### src/rtl/framebuffer_writer.sv
// framebuffer_writer: synchronizes the broker's pixel/command strobes and
// streams pixels into framebuffer memory with raster wrap, HOME and CLEAR.
module framebuffer_writer #(
    parameter int WIDTH       = 320,
    parameter int HEIGHT      = 240,
    parameter int ADDR_WIDTH  = 17,
    parameter int SYNC_STAGES = 2
) (
    input  logic                  system_clock,
    input  logic                  reset_n,
    input  logic                  pixel_clock,
    input  logic [11:0]           pixel_data,
    input  logic                  command_clock,
    input  logic [7:0]            command_data,
    output logic [ADDR_WIDTH-1:0] fb_address,
    output logic [11:0]           fb_data,
    output logic                  fb_write_enable,
    input  logic                  fb_ready,
    output logic                  busy,
    output logic                  frame_done,
    output logic                  overflow
);
    localparam logic [ADDR_WIDTH-1:0] LAST = ADDR_WIDTH'(WIDTH * HEIGHT - 1);

    typedef enum logic [1:0] {IDLE, WRITE, CLEAR} state_t;

    state_t                 state;
    state_t                 nxt_state;
    logic [SYNC_STAGES-1:0] pix_sync;
    logic [SYNC_STAGES-1:0] cmd_sync;
    logic                   pix_hist;
    logic                   cmd_hist;
    logic                   pix_ev;
    logic                   cmd_ev;
    logic [ADDR_WIDTH-1:0]  counter;
    logic [ADDR_WIDTH-1:0]  nxt_counter;
    logic [ADDR_WIDTH-1:0]  nxt_address;
    logic [ADDR_WIDTH-1:0]  base;
    logic [ADDR_WIDTH-1:0]  after_base;
    logic [11:0]            nxt_data;
    logic [11:0]            pend_data;
    logic [11:0]            nxt_pend_data;
    logic [11:0]            issue_data;
    logic                   pend_valid;
    logic                   nxt_pend_valid;
    logic                   clear_req;
    logic                   nxt_clear_req;
    logic                   nxt_we;
    logic                   nxt_busy;
    logic                   nxt_done;
    logic                   nxt_ovf;
    logic                   accept;
    logic                   home;
    logic                   clr;
    logic                   block;
    logic                   issue;
    logic                   start_clear;

    always_ff @(posedge system_clock or negedge reset_n) begin
        if (!reset_n) begin
            pix_sync <= '0;
            cmd_sync <= '0;
            pix_hist <= 1'b0;
            cmd_hist <= 1'b0;
        end else begin
            pix_sync <= {pix_sync[SYNC_STAGES-2:0], pixel_clock};
            cmd_sync <= {cmd_sync[SYNC_STAGES-2:0], command_clock};
            pix_hist <= pix_sync[SYNC_STAGES-1];
            cmd_hist <= cmd_sync[SYNC_STAGES-1];
        end
    end

    assign pix_ev = pix_sync[SYNC_STAGES-1] & ~pix_hist;
    assign cmd_ev = cmd_sync[SYNC_STAGES-1] & ~cmd_hist;

    always_comb begin
        nxt_state      = state;
        nxt_counter    = counter;
        nxt_address    = fb_address;
        nxt_data       = fb_data;
        nxt_we         = fb_write_enable;
        nxt_busy       = busy;
        nxt_done       = 1'b0;
        nxt_ovf        = overflow;
        nxt_pend_valid = pend_valid;
        nxt_pend_data  = pend_data;
        nxt_clear_req  = clear_req;
        issue          = 1'b0;
        issue_data     = '0;
        start_clear    = 1'b0;
        accept         = fb_write_enable & fb_ready;
        home           = cmd_ev && state != CLEAR && command_data == 8'h01;
        clr            = cmd_ev && state != CLEAR && command_data == 8'h02;
        block          = clr || clear_req;
        // Command wins over a same-cycle pixel, so HOME retargets it to 0
        base           = home ? '0 : counter;
        after_base     = (base == LAST) ? '0 : base + 1'b1;

        if (home) nxt_counter = '0;
        if (clr) nxt_clear_req = 1'b1;
        if (pix_ev && (block || state == CLEAR)) nxt_ovf = 1'b1;

        unique case (state)
            IDLE: begin
                if (block) begin
                    start_clear = 1'b1;
                end else if (pix_ev) begin
                    issue      = 1'b1;
                    issue_data = pixel_data;
                end
            end
            WRITE: begin
                if (accept) begin
                    nxt_done = (fb_address == LAST);
                    if (pend_valid) begin
                        issue          = 1'b1;
                        issue_data     = pend_data;
                        nxt_pend_valid = pix_ev && !block;
                        nxt_pend_data  = pixel_data;
                    end else if (pix_ev && !block) begin
                        issue      = 1'b1;
                        issue_data = pixel_data;
                    end else if (block) begin
                        start_clear = 1'b1;
                    end else begin
                        nxt_we    = 1'b0;
                        nxt_state = IDLE;
                    end
                end else if (pix_ev && !block) begin
                    if (pend_valid) begin
                        nxt_ovf = 1'b1;
                    end else begin
                        nxt_pend_valid = 1'b1;
                        nxt_pend_data  = pixel_data;
                    end
                end
            end
            CLEAR: begin
                if (accept) begin
                    if (fb_address == LAST) begin
                        nxt_we      = 1'b0;
                        nxt_busy    = 1'b0;
                        nxt_counter = '0;
                        nxt_state   = IDLE;
                    end else begin
                        nxt_address = fb_address + 1'b1;
                    end
                end
            end
            default: nxt_state = IDLE;
        endcase

        if (issue) begin
            nxt_state   = WRITE;
            nxt_we      = 1'b1;
            nxt_address = base;
            nxt_data    = issue_data;
            nxt_counter = after_base;
        end
        if (start_clear) begin
            nxt_state     = CLEAR;
            nxt_we        = 1'b1;
            nxt_busy      = 1'b1;
            nxt_address   = '0;
            nxt_data      = '0;
            nxt_clear_req = 1'b0;
        end
    end

    always_ff @(posedge system_clock or negedge reset_n) begin
        if (!reset_n) begin
            state           <= IDLE;
            counter         <= '0;
            fb_address      <= '0;
            fb_data         <= '0;
            fb_write_enable <= 1'b0;
            busy            <= 1'b0;
            frame_done      <= 1'b0;
            overflow        <= 1'b0;
            pend_valid      <= 1'b0;
            pend_data       <= '0;
            clear_req       <= 1'b0;
        end else begin
            state           <= nxt_state;
            counter         <= nxt_counter;
            fb_address      <= nxt_address;
            fb_data         <= nxt_data;
            fb_write_enable <= nxt_we;
            busy            <= nxt_busy;
            frame_done      <= nxt_done;
            overflow        <= nxt_ovf;
            pend_valid      <= nxt_pend_valid;
            pend_data       <= nxt_pend_data;
            clear_req       <= nxt_clear_req;
        end
    end
endmodule
### config.mk
export PLATFORM = sky130hd
export DESIGN_NAME = framebuffer_writer
export DESIGN_NICKNAME = d
export VERILOG_FILES = /design/src/rtl/framebuffer_writer.sv
export SDC_FILE = /design/constraint.sdc
export NUM_CORES = 1
export LEC_CHECK = 0
export CORE_ASPECT_RATIO = 1.25
export CORE_MARGIN = 2
export CORE_UTILIZATION = 50
export CTS_BUF_LIST = sky130_fd_sc_hd__clkbuf_8
export DETAILED_ROUTE_END_ITERATION = 8
export PLACE_DENSITY = 0.74
export SLEW_MARGIN = 20
export SYNTH_ARGS = -nofsm -noshare
export SYNTH_HDL_FRONTEND = slang
export SYNTH_SLANG_ARGS = --single-unit
### constraint.sdc
create_clock -name system_clock -period 4.4 [get_ports system_clock]
set_clock_uncertainty 0.1 [all_clocks]
set_input_delay 0.88 -clock system_clock [delete_from_list [all_inputs] [get_ports system_clock]]
set_output_delay 0.88 -clock system_clock [all_outputs]
set_load 0.1 [all_outputs]
==> impl_metrics.json, run 1 <==
{
  "die-area_mm2": 0.00880,
  "ir_worst_vdd_mv": 0.441,
  "async_reset_ff_share_pct": 100,
  "crit_path_end_kind": "register",
  "cts_inserted_buffers": 9,
  "worstPathArrival_ns": 3.63,
  "cts_tree": "done",
  "core-area_mm2": 0.00779,
  "yosysMostFrequentCell": "dfrtp_1",
  "grt_pass1_wl_um": 16600,
  "grt-busiest-layer": "met2",
  "crit_end": "counter[7]",
  "pin_count": 58,
  "hold_viol": 0,
  "grt.met1_usage_pct": 30.1,
  "seqPwrFrac_pct": 32.9,
  "drtIter0Drc": 315,
  "antenna_found_initial": 0,
  "grtUsageMet3_pct": 4.44,
  "rsz0062_at_grt": "false",
  "vias": 3510,
  "die_y_um": 104,
  "swShare_pct": 44.4,
  "worst_pin_slew_ns": 1.05,
  "cts-resized-gates": 0,
  "cts_max_level": 3,
  "yosysSeqAreaShare_pct": 44.7,
  "p_leak_nw": 1.93,
  "syn2layout_area_growth_pct": 20.0,
  "maxSlewHeadroom_pct": 29.6,
  "core.rowCount": 36,
  "worstSetupStartpointType": "input pin",
  "firstDrtPassIters": 5,
  "rrSetupSlack_ns": 1.01,
  "start_util_pct": 51.8,
  "yosysWarnings": 0,
  "drive_gt1_share_pct": 12.2,
  "crit_type": "input pin to register",
  "p_sw_mw": 1.27,
  "antennaDiodeCount": 0,
  "r2r-end": "counter[7]",
  "grt_usage_pct": 23.5,
  "period_needed_ns": 3.45,
  "place_congestion": 0.879,
  "ys.flop_type": "dfrtp_1",
  "routedWlPerCell_um": 17.3,
  "clkPwrFrac_pct": 23.1,
  "power_density_mw_per_mm2": 591,
  "cts_setup_buffers": 0,
  "combPwrFrac_pct": 44.0,
  "min_path_type": "register to register",
  "power_mw": 2.86,
  "die_w_um": 84.3,
  "finalSetupViolations": 0,
  "drc": 0,
  "period_share_pct": 78.3,
  "critPathLaunch": "command_data[3]",
  "grt_pass1_vias": 3447,
  "worstSkewPairLatency_ns": 0.36,
  "r2r_cells": 12,
  "dp_hpwl_um": 6930,
  "layout.nets": 502,
  "syn_area_per_cell_um2": 9.60,
  "synth_cell_types": 75,
  "synthesis.nets": 450,
  "wl_um": 9920,
  "ys_top_cells_by_area": "dfrtp_1 45%, nand2_1 4.7%, nor2_1 3.4%, a22oi_1 3.4%, mux2_2 3.4%",
  "synth_seq_cells": 72,
  "synthCells": 420,
  "drv_slew": 0,
  "portBuffers": 57,
  "use_met2_pct": 39.1,
  "grt_max_degree": 42,
  "syn_area_mm2": 0.00403,
  "hold_buffers": 0,
  "rr_startpoint": "state[0]",
  "clock_path_buffers": 2,
  "synthTopCellsByCount": "72 x dfrtp_1, 51 x nand2_1, 37 x nor2_1, 26 x o21ai_0, 24 x a21oi_1",
  "worstPathMaxFanout": 8,
  "cap_violations": 0,
  "fin_tns_setup_ns": 0,
  "avgViaCountPerCell": 6.14,
  "grt.overflow.total": 0,
  "synth_top_cell_by_area": "dfrtp_1",
  "synth_edf_count": 0,
  "p_int_mw": 1.59,
  "status": "complete, no violations",
  "postRouteAntennaNets": 0,
  "cts_root_buffer": "clkbuf_8",
  "path_clk_slew_ns": 0.07,
  "synth_top_cell_area_share_pct": 44.7,
  "cp.required_ns": 4.58,
  "max_freq_ghz": 0.290,
  "cts.sinks": 72
}
-- cell type report --
class                   count  area, um^2
flip-flops and latches     72        1800
clock inverters             5         103
well taps                  95         119
clock buffers              11         151
fillers                   672        2950
inverters                   6        22.5
repair buffers             63         611
multi-input cells         320        2030
-- worst max-delay path: stages --
cell	delay, ns
clkdlybuf4s50_1	0.44
nor4_4	0.38
nand4_1	0.21
and2_1	0.24
ha_1	0.21
and3_1	0.25
nand3_1	0.15
nor4b_2	0.10
nor2_1	0.43
o21ai_0	0.19
a21oi_1	0.15
-- per-stage QoR --
stage	instance area (um^2)	hold slack, ns	instances	util (%)	worst slack, ns
2_1_floorplan	4030	0.231	420	-	0.868
3_3_place_gp	4580	0.238	556	58.8	0.685
3_5_place_dp	4580	0.240	556	58.8	0.599
4_1_cts	4840	0.257	572	62.1	0.965
5_1_grt	4840	0.268	572	62.1	0.746
6_report	4840	0.258	572	62.1	0.955
-- registers in the layout, indices dropped and copies added, names as in the netlist --
name and flops:
frame_done 1, pix_hist 1, counter 17, pix_sync 2, cmd_hist 1, fb_address 17
clear_req 1, pend_valid 1, fb_data 12, overflow 1, fb_write_enable 1, cmd_sync 2
pend_data 12, busy 1, state 2
-- per-layer routing --
metal	vias to the layer above	wire [um]
met5	-	0
met4	0	172
met3	20	535
met2	137	4980
met1	1700	4220
li1	1653	-
-- kinds of logic after synthesis --
| logic type | after synthesis | share of synthesized area (%) |
|---|---|---|
| xor gates and xnor gates | 3 | 0.652 |
| muxes | 15 | 4.16 |
| DFF | 72 | 44.7 |
| adders and majority gates | 5 | 1.55 |
| AOI/OAI and AO/OA | 116 | 19.6 |
| buffers and inverters | 28 | 4.96 |
| and+or+nand+nor | 181 | 24.4 |
-- worst min-delay path by stage --
stage	slack (ns)	end	cells after the start	from
after floorplan	0.23	cmd_sync[1]	0	cmd_sync[0]
after global placement	0.24	cmd_sync[1]	0	cmd_sync[0]
after detailed placement	0.24	pix_sync[1]	0	pix_sync[0]
after CTS	0.26	pix_sync[1]	0	pix_sync[0]
after global routing	0.27	pix_sync[1]	0	pix_sync[0]
final	0.26	pix_sync[1]	0	pix_sync[0]
-- layout by cell type, fill, tap and decap left out, types with 3 or more instances in the layout --
master / count
nor2b_1: 4
nand3_1: 16
mux2_2: 12
buf_4: 6
a31oi_1: 6
nand4_1: 9
o21ai_0: 26
o21ai_1: 4
dfrtp_1: 72
ha_1: 5
nand2_1: 51
nor2_1: 37
and3_1: 5
o22ai_1: 5
o211ai_1: 5
clkdlybuf4s50_1: 56
nand3b_1: 5
or3_1: 3
bufinv_16: 3
inv_1: 6
nand2b_1: 4
a22oi_1: 18
a21oi_1: 24
a211oi_1: 3
clkbuf_8: 11
nor3_1: 9
and2_1: 9
-- power groups by stage --
stage          combinational (mW)  sequential [mW]  clock (mW)
3_3_place_gp                 1.23            0.941           0
6_report                     1.26            0.941       0.660
4_1_cts                      1.25            0.939       0.671
2_1_floorplan               0.579             1.35           0
3_5_place_dp                 1.25            0.950           0
5_1_grt                      1.34            0.962       0.701
Note: power is estimated with default switching activity, not from simulation.
==> run 2, diff against run 1 <==
- clock period: 4.4 -> 3.6 ns (I/O delays scaled with it)
==> impl_metrics.json, run 2 (synthesized netlist as in run 1, its figures left out) <==
{
  "crit_end": "counter[7]",
  "p_sw_mw": 1.58,
  "cts-resized-gates": 0,
  "routedWlPerCell_um": 16.9,
  "cts_tree": "done",
  "placed_area_mm2": 0.00461,
  "worstSetupStartpointType": "input pin",
  "die_y_um": 104,
  "cp_cell_sequence": "clkdlybuf4s50_1 > nor4_2 > nand4_1 > and2_1 > ha_1 > and3_1 > nand3_1 > nor4b_2 > nor2_1 > o21ai_0 > a21oi_1",
  "drv_slew": 0,
  "start_util_pct": 51.8,
  "cp.required_ns": 3.77,
  "min_path_type": "register to register",
  "hold_viol": 0,
  "drc": 0,
  "grt_usage_pct": 23.3,
  "p_leak_nw": 2.00,
  "syn2layout_area_growth_pct": 20.6,
  "hold_buffers": 0,
  "grt.overflow.total": 0,
  "antennaDiodeCount": 0,
  "period_needed_ns": 3.12,
  "critPathMaxStageDelay_ns": 0.44,
  "whs_ns": 0.254,
  "swShare_pct": 44.9,
  "worstPathArrival_ns": 3.29,
  "cts_max_level": 3,
  "path_clk_slew_ns": 0.08,
  "fin_area_mm2": 0.00486,
  "vias": 3480,
  "worstPathMaxFanout": 8,
  "critPathLaunch": "command_data[5]",
  "drive_gt1_share_pct": 17.1,
  "layout.nets": 509,
  "wl_um": 9760,
  "preCtsSetupSlack_ns": 0.125,
  "rr_startpoint": "state[0]",
  "clock_path_buffers": 2,
  "place_congestion": 0.888,
  "rsz0062_at_grt": "false",
  "fin_tns_setup_ns": 0,
  "die_w_um": 84.3,
  "period_share_pct": 86.6,
  "core.rowCount": 36,
  "rrSetupSlack_ns": 0.58,
  "worst_slack_ns": 0.483,
  "clkPwrFrac_pct": 23.1,
  "r2r_cells": 12,
  "core-area_mm2": 0.00779,
  "portBuffers": 57,
  "layout_common_cells": "72 x dfrtp_1, 51 x nand2_1, 38 x clkdlybuf4s50_1",
  "crit_path_end_kind": "register",
  "antenna_found_initial": 0,
  "drtIter0Drc": 220,
  "r2r-end": "counter[7]",
  "worstSkewPairLatency_ns": 0.36,
  "postRouteAntennaNets": 0,
  "cts_root_buffer": "clkbuf_8",
  "cts_setup_buffers": 0,
  "grt_pass1_vias": 3428,
  "power_density_mw_per_mm2": 723,
  "die-area_mm2": 0.00880,
  "grt_pass1_wl_um": 16600,
  "p_int_mw": 1.94,
  "dp_hpwl_um": 6840,
  "worst_pin_slew_ns": 0.991,
  "reg.largest.list": "counter: 17 flops, fb_address: 17 flops",
  "combPwrFrac_pct": 44.2,
  "avgViaCountPerCell": 6.01,
  "final_common_cell": "dfrtp_1",
  "finalSetupViolations": 0,
  "pin_count": 58,
  "ir_worst_vdd_mv": 0.601,
  "maxSlewHeadroom_pct": 33.8,
  "grt_max_degree": 44,
  "cts.sinks": 72,
  "firstDrtPassIters": 5,
  "status": "complete, no violations",
  "cts_inserted_buffers": 9,
  "power_mw": 3.52,
  "seqPwrFrac_pct": 32.7,
  "crit_slowest_cell": "nor2_1",
  "crit_type": "input pin to register",
  "max_freq_ghz": 0.321,
  "cap_violations": 0
}
[run 2: critical path, delay by kind of cell]
family	cells	cell delay, ns
adder cells (fa/ha/maj)	1	0.22
buffers and inverters	1	0.41
AO/OA/AOI/OAI	2	0.33
AND/OR/NAND/NOR	7	1.60
[run 2: final cells by class]
class                   instances  area, um^2
flip-flops and latches         72        1800
fillers                       662        2930
clock buffers                  10         138
inverters                       6        22.5
well taps                      95         119
clock inverters                 6         115
multi-input cells             320        2040
repair buffers                 70         631
[run 2: how the worst min path moves through the flow]
| stage | from | slack, ns | end | cells after the start |
|---|---|---|---|---|
| after floorplan | cmd_sync[0] | 0.23 | cmd_sync[1] | 0 |
| after global placement | cmd_sync[0] | 0.24 | cmd_sync[1] | 0 |
| after detailed placement | cmd_sync[0] | 0.24 | cmd_sync[1] | 0 |
| after CTS | cmd_sync[0] | 0.26 | cmd_sync[1] | 0 |
| after global routing | cmd_sync[0] | 0.27 | cmd_sync[1] | 0 |
| final | cmd_sync[0] | 0.25 | cmd_sync[1] | 0 |
[run 2: power by group through the flow]
stage	Combinational (mW)	Clock (mW)	Sequential [mW]
6_report	1.56	0.811	1.15
3_5_place_dp	1.55	0	1.16
5_1_grt	1.66	0.854	1.18
4_1_cts	1.56	0.821	1.15
3_3_place_gp	1.52	0	1.15
2_1_floorplan	0.707	0	1.65
[run 2: per-stage QoR]
stage / instances / util (%)
floorplan: 420 / -
global placement: 563 / 59.1
detailed placement: 563 / 59.2
CTS: 579 / 62.4
global route: 579 / 62.4
finish: 579 / 62.4
[run 2: metal layers]
layer	up-vias	part of all wire [%]	track usage, %
li1	1659	-	-
met1	1710	44	31.4
met2	96	50	37.8
met3	15	4.9	3.57
met4	0	1.6	8.76
met5	-	0	0
